--- src/rtl/clock_timer.sv ---
// rtl/clock_timer.sv - 12-hour BCD clock with prescaled second tick, set/start/reset commands and second/hour pulses
module clock_timer #(
    parameter int TICKS_PER_SEC = 50000000
) (
    input  logic        clk,
    input  logic        resetN,
    input  logic [3:0]  state,
    input  logic [23:0] setTimeBits,
    output logic [23:0] timeDigits,
    output logic        running,
    output logic        secondPulse,
    output logic        hourPulse
);

    localparam int PW = (TICKS_PER_SEC > 1) ? $clog2(TICKS_PER_SEC) : 1;
    localparam logic [PW-1:0] LAST_COUNT = PW'(TICKS_PER_SEC - 1);

    typedef enum logic {
        STOPPED = 1'b0,
        RUNNING = 1'b1
    } runState_t;

    runState_t     runState;
    runState_t     runNext;
    logic [PW-1:0] prescaler;
    logic [PW-1:0] prescNext;
    logic [23:0]   timeNext;
    logic [23:0]   advanced;

    logic cmdReset;
    logic cmdSet;
    logic cmdStart;
    logic tick;
    logic advance;
    logic digitsBad;
    logic minSecWrap;

    logic [3:0] h1, h0, m1, m0, s1, s0;
    logic [3:0] nh1, nh0, nm1, nm0, ns1, ns0;

    assign {h1, h0, m1, m0, s1, s0} = timeDigits;

    assign cmdReset = (state == 4'd0);
    assign cmdSet   = (state == 4'd1);
    assign cmdStart = (state == 4'd3);

    assign running = (runState == RUNNING);
    assign tick    = running && (prescaler == LAST_COUNT);
    // Reset and set commands override a coinciding tick, so no advance and no pulses.
    assign advance = tick && !cmdReset && !cmdSet;

    assign minSecWrap = (s0 >= 4'd9) && (s1 >= 4'd5) && (m0 >= 4'd9) && (m1 >= 4'd5);
    assign digitsBad  = (s0 > 4'd9) || (s1 > 4'd9) || (m0 > 4'd9) || (m1 > 4'd9) ||
                        (h0 > 4'd9) || (h1 > 4'd1) || ((h1 == 4'd1) && (h0 > 4'd2));

    always_comb begin
        ns0 = s0 + 4'd1;
        ns1 = s1;
        nm0 = m0;
        nm1 = m1;
        nh0 = h0;
        nh1 = h1;
        if (s0 >= 4'd9) begin
            ns0 = 4'd0;
            ns1 = s1 + 4'd1;
            if (s1 >= 4'd5) begin
                ns1 = 4'd0;
                nm0 = m0 + 4'd1;
                if (m0 >= 4'd9) begin
                    nm0 = 4'd0;
                    nm1 = m1 + 4'd1;
                    if (m1 >= 4'd5) begin
                        nm1 = 4'd0;
                        // 12-hour sequence; 00 (after reset/load) steps to 01
                        if ((h1 == 4'd1) && (h0 == 4'd2)) begin
                            nh1 = 4'd0;
                            nh0 = 4'd1;
                        end else if (h0 == 4'd9) begin
                            nh1 = 4'd1;
                            nh0 = 4'd0;
                        end else begin
                            nh0 = h0 + 4'd1;
                        end
                    end
                end
            end
        end
        advanced = digitsBad ? 24'h010000 : {nh1, nh0, nm1, nm0, ns1, ns0};
    end

    always_comb begin
        runNext   = runState;
        prescNext = prescaler;
        timeNext  = timeDigits;
        if (cmdReset) begin
            runNext   = STOPPED;
            prescNext = '0;
            timeNext  = 24'h000000;
        end else if (cmdSet) begin
            runNext   = STOPPED;
            prescNext = '0;
            timeNext  = setTimeBits;
        end else if (cmdStart && !running) begin
            runNext   = RUNNING;
            prescNext = '0;
        end else if (running) begin
            if (tick) begin
                prescNext = '0;
                timeNext  = advanced;
            end else begin
                prescNext = prescaler + PW'(1);
            end
        end
    end

    always_ff @(posedge clk or negedge resetN) begin
        if (!resetN) begin
            runState    <= STOPPED;
            prescaler   <= '0;
            timeDigits  <= 24'h000000;
            secondPulse <= 1'b0;
            hourPulse   <= 1'b0;
        end else begin
            runState    <= runNext;
            prescaler   <= prescNext;
            timeDigits  <= timeNext;
            secondPulse <= advance;
            hourPulse   <= advance && minSecWrap;
        end
    end

endmodule

--- config.mk ---
export PLATFORM = sky130hd
export DESIGN_NAME = clock_timer
export DESIGN_NICKNAME = d
export VERILOG_FILES = /design/src/rtl/clock_timer.sv
export SDC_FILE = /design/constraint.sdc
export NUM_CORES = 1
export LEC_CHECK = 0
export BUFFER_PORTS_ARGS = -buffer_cell sky130_fd_sc_hd__buf_2
export CAP_MARGIN = 20
export CORE_UTILIZATION = 45
export DETAILED_ROUTE_END_ITERATION = 12
export PLACE_DENSITY = 0.79
export SYNTH_ARGS = -nofsm -noshare
export SYNTH_HDL_FRONTEND = slang
export SYNTH_SLANG_ARGS = --single-unit
--- constraint.sdc ---
create_clock -name clk -period 2.4 [get_ports clk]
set_input_delay 0.72 -clock clk [delete_from_list [all_inputs] [get_ports clk]]
set_output_delay 0.72 -clock clk [all_outputs]
set_load 0.03 [all_outputs]
[After elaboration in Yosys (flattened, before gate mapping)]
Cells that the tools add are included.
Widths: inputs -> output; s select.
Cells by class
  add/subtract/negate cells: 6
  $lt $le $gt $ge: 11
  eq/ne operators: 7
  muxes and demuxes: 36
  reductions and logical operators: 35
Operators by type and width (count)
  $mux 24: 6
  $mux 26: 5
  $mux 4: 22
  $add 26x1->26 const B: 1
  $eq 26x26->1 const B: 1
  $add 4x1->4 const B: 5
  $gt 4x4->1 const B: 5
  $reduce_bool 4->1: 5
  $logic_and 1x1->1: 10
  $reduce_bool 3->1: 3
  $eq 4x1->1 const B: 2
  $eq 4x2->1 const B: 2
  $ge 4x3->1 const B: 2
  $ge 4x4->1 const B: 2
  $reduce_and 8->1: 1
  $reduce_and 7->1: 1
  $logic_or 1x1->1: 6
  $reduce_and 6->1: 1
  $reduce_and 5->1: 1
  $reduce_bool 5->1: 1
  $eq 4x4->1 const B: 1
  $gt 4x1->1 const B: 1
  $gt 4x2->1 const B: 1
  $logic_not 4->1: 1
  5 further kinds: 9
Storage, ports and cells
  register bits after elaboration: 53
  bits of input ports: 30
  output and inout port bits: 27
  word-level logic and storage cells: 105

[Depth between registers and ports, before layout]
Gate-level depths: netlist (run 1).
  depth after elaboration: 13
  depth in mapped cells: 9
  depth with buffers taken out: 8

[Least setup slack after synthesis (run 1)]
Ideal clock, no wire load.
  path kind: register -> register
  from: register prescaler[11]
  to: register timeDigits[8]
  library setup time: 125 ps
  arrival time: 2505 ps
  required time: 2275 ps
  setup slack: -229 ps
  cell stages (with the launch flop): 7
  path buffers: 0
  clock period less this slack: 2629 ps
  cells stage by stage: dfrtp_1 > or4b_1 > or4_4 > nor4b_4 > o21ai_2 > nand2_1 > mux2_2
On the way
  word-level cells in the longest chain between the ends: 4
Ends and longest elaborated chain
  start: declaration: RTL line 25  | logic [PW-1:0] prescaler;
  start signal: assignment: RTL line 125  | prescaler <= prescNext;
  $eq 26x26->1: RTL line 48  | assign tick = running && (prescaler == LAST_COUNT);
  $logic_and 1x1->1: RTL line 48
  $reduce_bool 3->1 (no source line)
  $reduce_and 5->1 (no source line)
  end signal: assignment: RTL line 126  | timeDigits <= timeNext;
  end: declaration: RTL line 9  | output logic [23:0] timeDigits,
Every way passes these cells.
A chain may end at the register's enable or synchronous reset.

[Worst setup path in the final report (run 1)]
  from: register prescaler[24]
  to: register timeDigits[10]
The elaborated chain is that of the path after synthesis.

==> impl_results.md, run 1 <==
* Async SR Flop Fraction at 100%
* Cell Pwr Density at ~660 mW/mm2
* Final Routed Wirelength at 8700 um
* Yosys cell types at 54
* Worst min-delay path category: in -> async
* Post-Synthesis Cell Area at roughly 0.0033 mm2
* Number of flops mapped to enable cells by yosys at 0
* Number of diodes at 0
* CP startpoint kind: flop
* Port Buffers at 56
* Clk Latency, worst-skew pair at 0.32 ns
* Vias at roughly 3300
* GR Overflow Total at 0
* Layout cell share with drive strength beyond 1 at approximately 28%
* DR WL/cell at 15.6 um
* Max H-tree Level at 2
* Worst hold margin at 0.370 ns
* Count of pins over their slew limit at 0
* Status: finished with violations
* Clock transition at the registers of the reported paths at 0.10 ns
* Number of clock sinks at 53
* Placer congestion estimate at ~0.94
* Mean post-synth cell area at between 8 and 9 um2
* Layout net count at between 500 and 600
* Most used DFF post-synth: dfrtp_1
* Setup ws final at -0.0923 ns
* Y dimension of the die at 87.0 um
* Final core area utilization at roughly three fifths
* Slew @ Worst Pin at 0.548 ns
* Clock period minus final worst setup slack at roughly 2.5 ns
* IR drop worst, VDD at between 0.0003 and 0.0004 V
* Count of state elements after synthesis at 53
* Element type at the critical path end: flop
* Residual DRC at 0
* Clock tree from TritonCTS: yes
* Sequential element share of the synthesized area at 40.8%
* Total GRT Usage at between 20% and 30%
* Critical Path RT at about 2.6 ns
* Class of the most critical setup path: reg -> reg
* Number of buffers created by CTS at 5
* 1st-pass router iterations at 6
* Iteration-0 DRC Markers at 199
* Total number of placement rows at 30
* Post-route non-filler standard cell count at 559
* Via count of the first global-routing pass at slightly above 3000
* Final hold violation count at 0
* Setup Skew at 0.0132 ns
* Via/cell ratio at approximately 5.8
* Cts-stage hold buffer count at 0
* Dpl hpwl at between 6000 and 7000 um
* Die Outline Area at around 0.0076 mm2
* Number of instances in the synthesized netlist at between 300 and 400
* Data arrival time of the critical path at 2.71 ns
* Cell total after placement at approximately 550
* Width of the chip at 87.0 um
* Detail Route Antenna Nets at 0
* Endpoints failing setup at 5
* Synthesized net count at around 400
* Leakage power figure at 1.97 nW
* I/O pin count at 57
* Post-route clock period utilization at 104%
* Violated checks: setup timing
* Worst Path Max Fanout at 4
* Number of antenna violations at the first check in global routing at 0
* Count of maximum capacitance violations at 0
* Maximum count of clock buffers along a single path at 2
* Worst slew margin at a little under two thirds
* Floorplan core area at a little under 0.007 mm2
* Synth-to-Final Area Change at 26.1%
* Maximum number of pins on one net before global-route repair at 32
* Unrepaired setup endpoints after global routing: yes
* Initial Utilization at a little under half
* Total number of yosys warnings at 0
* Max Clk Rate at between 400 and 500 MHz
* Wire length of the first global-routing pass at roughly 14000 um
* Clock tree root driver cell: clkbuf_8
## flip-flops by register name (all words and copies together) (netlist names)
register and cells:
secondPulse 1, prescaler 26, timeDigits 24, running 1
hourPulse 1
## Yosys cell counts (3+ instances only)
library cell | count | area (um2)
dfrtp_1 | 53 | 1330
nor2_1 | 33 | 124
nand2_1 | 32 | 120
o21ai_0 | 28 | 140
a21oi_1 | 21 | 105
inv_1 | 17 | 63.8
clkbuf_1 | 14 | 52.6
ha_1 | 13 | 163
nand3_1 | 13 | 65.1
nor3_1 | 12 | 60.1
nand4_1 | 10 | 62.6
xor2_1 | 10 | 87.6
a22o_1 | 9 | 78.8
o211ai_1 | 7 | 52.6
xnor2_1 | 7 | 61.3
and3_1 | 6 | 37.5
nor4_1 | 6 | 37.5
a22oi_1 | 5 | 37.5
a31oi_1 | 5 | 31.3
nand2b_1 | 5 | 31.3
mux2_2 | 4 | 45.0
o21bai_1 | 4 | 30.0
o41ai_1 | 4 | 35.0
a21o_1 | 3 | 22.5
a32oi_1 | 3 | 26.3
and4_1 | 3 | 26.3
o21a_1 | 3 | 22.5
o31a_1 | 3 | 26.3
## kinds of logic after synthesis
kind of cell	count (synthesis)	synth area share, %
buf+inv	31	3.58
mux	6	2.00
simple gates	137	21.9
xor+xnor	17	4.58
flops	53	40.8
fa+ha+maj	13	5.00
compound gates	108	22.1
## critical path, cell delays in order (launching register included)
cell     delay, ns
dfrtp_1       0.39
or4b_4        0.54
or4_4         0.57
nor4b_4       0.21
buf_4         0.17
o21ai_2       0.06
a22o_1        0.23
a22o_1        0.22
## repair_timing
item / in CTS / in global routing
hold endpoints to repair: 0 / 0
setup endpoints to repair: 12 / 34
resized for setup: 5 / 17
buffers inserted: 1 / 2
pin swaps: 2 / 4
## per-layer routing
metal | global-route usage [%] | share of wire, % | vias to the layer above
met4 | 8.18 | 1.8 | 0
met3 | 3.70 | 7.5 | 19
met2 | 40.8 | 50 | 148
li1 | - | - | 1532
met5 | 0 | 0 | -
met1 | 30.3 | 41 | 1565
## layout by cell type, fill, tap and decap left out, types with 12 or more instances in the layout
cell type,count
buf_2,56
dfrtp_1,53
buf_4,45
nor2_1,33
nand2_1,31
a21oi_1,21
inv_1,17
o21ai_0,14
o21ai_1,14
ha_1,13
nand3_1,12
## final cells by class
type | instances | area (um2)
Fill cell | 628 | 2770
Multi-Input combinational cell | 281 | 1840
Sequential cell | 53 | 1330
Timing Repair Buffer | 104 | 661
Tap cell | 96 | 120
Clock buffer | 5 | 68.8
Inverter | 17 | 63.8
Clock inverter | 3 | 17.5
## stage by stage
stage	instance area, um2	setup slack [ns]	setup TNS (ns)	total power, W
2_1_floorplan	3260	-0.107	-0.308	0.00178
3_3_place_gp	3960	-0.0414	-0.0975	0.00213
3_5_place_dp	3960	-0.0906	-0.381	0.00218
4_1_cts	4060	-0.0859	-0.215	0.00269
5_1_grt	4100	-0.163	-1.56	0.00286
6_report	4100	-0.0923	-0.266	0.00270
## report_power, final
group | total (W) | internal (W) | leakage [nW] | switching (W)
sequential | 0.00113 | 0.000996 | 0.714 | 0.000129
combinational | 0.00106 | 0.000410 | 1.21 | 0.000648
clock | 0.000511 | 0.000202 | 0.0439 | 0.000309
## final timing paths
check                      slack (ns)             end      startpoint  depth (start not counted)
setup reg to reg                -0.09  timeDigits[10]   prescaler[24]                          7
setup / recovery                -0.09  timeDigits[10]   prescaler[24]                          7
max in group asynchronous        1.47  timeDigits[13]          resetN                          2
min in group clk                 0.52  timeDigits[22]  timeDigits[22]                          1
hold reg to reg                  0.52  timeDigits[22]  timeDigits[22]                          1
hold / removal                   0.37   timeDigits[5]          resetN                          1
Power figures use the tool's default switching activity.
==> run 2, diff against run 1 <==
--- a/config.mk
+++ b/config.mk
@@ -9,7 +9,8 @@
 export CAP_MARGIN = 20
 export CORE_UTILIZATION = 45
 export DETAILED_ROUTE_END_ITERATION = 12
-export PLACE_DENSITY = 0.79
+export PLACE_DENSITY = 0.69
+export REMOVE_ABC_BUFFERS = 1
 export SYNTH_ARGS = -nofsm -noshare
 export SYNTH_HDL_FRONTEND = slang
 export SYNTH_SLANG_ARGS = --single-unit
==> run 2 against run 1 <==
  * Sequential share of layout area shrank 0.35 points
  * Maximum frequency shrank 0.31%
  * Highest routed layer unchanged
  * The run still ends with setup timing left
  * Combinational power hardly changed
  * Sequential cell count unchanged
==> impl_results.md, run 2 (same netlist as run 1, synthesis figures left out) <==
* Width of the chip at 87.0 um (unchanged)
* Cell total after placement at 546 (-0.36%)
* Violated checks: setup timing
* Iteration-0 DRC Markers at 171 (-14%)
* Number of antenna violations at the first check in global routing at 0 (unchanged)
* Post-route clock period utilization at 104% (+0.32 points)
* Setup slack, reg-to-reg at -0.10 ns (about the same)
* Leakage power figure at 1.97 nW (+0.27%)
* Clock tree from TritonCTS: yes
* 1st-pass router iterations at 5 (-1)
* Worst Path Max Fanout at 4 (unchanged)
* Final Routed Wirelength at 8710 um (about the same)
* Filler cells at 621 (-1.1%)
* Max Clk Rate at 400 MHz (-0.31%)
* Number of diodes at 0 (unchanged)
* Vias at 3193 (-2.2%)
* Maximum number of pins on one net before global-route repair at 34 (+6.3%)
* Final hold violation count at 0 (unchanged)
* Total GRT Usage at 24.2% (+0.48 points)
* Most frequent standard cell in the layout excluding fill and tap cells: buf_2
* Status: finished with violations
* Endpoints failing setup at 5 (unchanged)
* Slew @ Worst Pin at 0.555 ns (+0.00736 ns)
* Biggest regs: prescaler (26), timeDigits (24)
* I/O pin count at 57 (unchanged)
* Class of the most critical setup path: reg -> reg
* Number of clock sinks at 53 (unchanged)
* Instance area after placement at 0.00393 mm2 (-0.54%)
* Total number of placement rows at 30 (unchanged)
* GR Overflow Total at 0 (unchanged)
* Register containing the most flip-flops in the final layout: prescaler
* Floorplan core area at 0.00687 mm2 (unchanged)
* Count of pins over their slew limit at 0 (unchanged)
* DR WL/cell at 15.6 um (+0.44%)
* IR drop worst, VDD at 0.000438 V (+36%)
* Layout cell share with drive strength beyond 1 at 28.9% (+0.77 points)
* Cts-stage hold buffer count at 0 (unchanged)
* Die Outline Area at 0.00757 mm2 (unchanged)
* Residual DRC at 0 (unchanged)
* Worst min-delay path category: in -> async
* Maximum count of clock buffers along a single path at 2 (unchanged)
* Initial Utilization at 47.3% (unchanged)
* Max H-tree Level at 2 (unchanged)
* Synth-to-Final Area Change at 27.5%
* Unrepaired setup endpoints after global routing: yes
* Power consumption at 0.00285 W (+5.6%)
* Final non-filler cell area at 0.00414 mm2 (+1.1%)
* Port Buffers at 56 (unchanged)
* Flip-flop count of the largest register after layout at 26 (unchanged)
* Placer congestion estimate at 0.867 (-7.4%)
* Data arrival time of the critical path at 2.72 ns (about the same)
* Clock tree root driver cell: clkbuf_8
* Clock transition at the registers of the reported paths at 0.10 ns (about the same)
* Critical Path RT at 2.62 ns (about the same)
* Detail Route Antenna Nets at 0 (unchanged)
* Leading cell types in the layout, fill and taps excluded: buf_2 (56), dfrtp_1 (53), buf_4 (44), nor2_1 (32), nand2_1 (31)
* Dpl hpwl at 6540 um (+0.49%)
* Count of maximum capacitance violations at 0 (unchanged)
* Setup Skew at 0.0112 ns (-0.00199 ns)
* Via/cell ratio at 5.73 (-1.8%)
* Element type at the critical path end: flop
* Dpl ws at -0.160 ns (-0.0691 ns)
* Clock period minus final worst setup slack at 2.50 ns (+0.00773 ns)
* Setup ws final at -0.100 ns (-0.00773 ns)
* Worst slew margin at 62.9% (-0.58 points)
* Y dimension of the die at 87.0 um (unchanged)
* Post-route non-filler standard cell count at 557 (-0.36%)
* Number of buffers created by CTS at 5 (unchanged)
* Layout net count at 503 (-0.40%)
* Cell Pwr Density at 687 mW/mm2 (+4.5%)
* Clk Latency, worst-skew pair at 0.32 ns (about the same)
* Wire length of the first global-routing pass at 14000 um (-0.88%)
* CP startpoint kind: flop
* Via count of the first global-routing pass at 2943 (-3.8%)
* Launching instance or port of the critical path: prescaler[10]
* Worst R2R Start: prescaler[10]
==> run 2: path summary, 6_finish.rpt <==
kind | cells after the start | end
worst max-delay path | 7 | timeDigits[10]
worst min-delay path | 1 | timeDigits[14]
worst max register to register | 7 | timeDigits[10]
worst min register to register | 1 | prescaler[22]
max in group asynchronous | 2 | prescaler[0]
min in group clk | 1 | prescaler[22]
==> run 2: stage by stage <==
| stage | setup TNS, ns | hold WS (ns) | utilization, % |
|---|---|---|---|
| final | -0.297 | 0.346 | 60.3 |
| after global routing | -0.887 | 0.385 | 60.3 |
| after detailed placement | -0.762 | 0.507 | 57.3 |
| after CTS | -0.240 | 0.361 | 59.5 |
| after floorplan | -3.50 | 0.424 | - |
| after global placement | -0.426 | 0.482 | 57.3 |
==> run 2: per-layer routing <==
metal	GRT usage [%]	wire length [um]	vias up
li1	-	-	1537
met1	34.8	4130	1534
met2	36.4	3890	105
met3	4.36	494	17
met4	8.79	186	0
met5	0	0	-
==> run 2: what timing repair did <==
| item | CTS | global route |
|---|---|---|
| resized for setup | 8 | 20 |
| hold endpoints to repair | 0 | 0 |
| setup buffers | 2 | 1 |
| setup endpoints to repair | 15 | 32 |
| pin swaps | 4 | 2 |
==> run 2: area by class of cell <==
type / instances / area, um2 / area share [%]
Clock buffer: 6 / 82.6 / 1.99
Clock inverter: 2 / 37.5 / 0.906
Inverter: 17 / 63.8 / 1.54
Multi-Input combinational cell: 281 / 1870 / 45.2
Sequential cell: 53 / 1330 / 32.0
Tap cell: 96 / 120 / 2.90
Timing Repair Buffer: 102 / 642 / 15.5
==> run 2: critical path: stages, from the launching register on <==
cell and delay [ns]:
dfrtp_1 0.41, or4b_4 0.52, or4_4 0.57, nor4b_4 0.21, buf_4 0.18, o21ai_4 0.07, a22o_1 0.22, a22o_1 0.22
==> run 2: power breakdown <==
group	switching (W)	internal, W
clock network	0.000310	0.000340
registers	0.000120	0.000996
logic	0.000660	0.000420
total	0.00109	0.00176
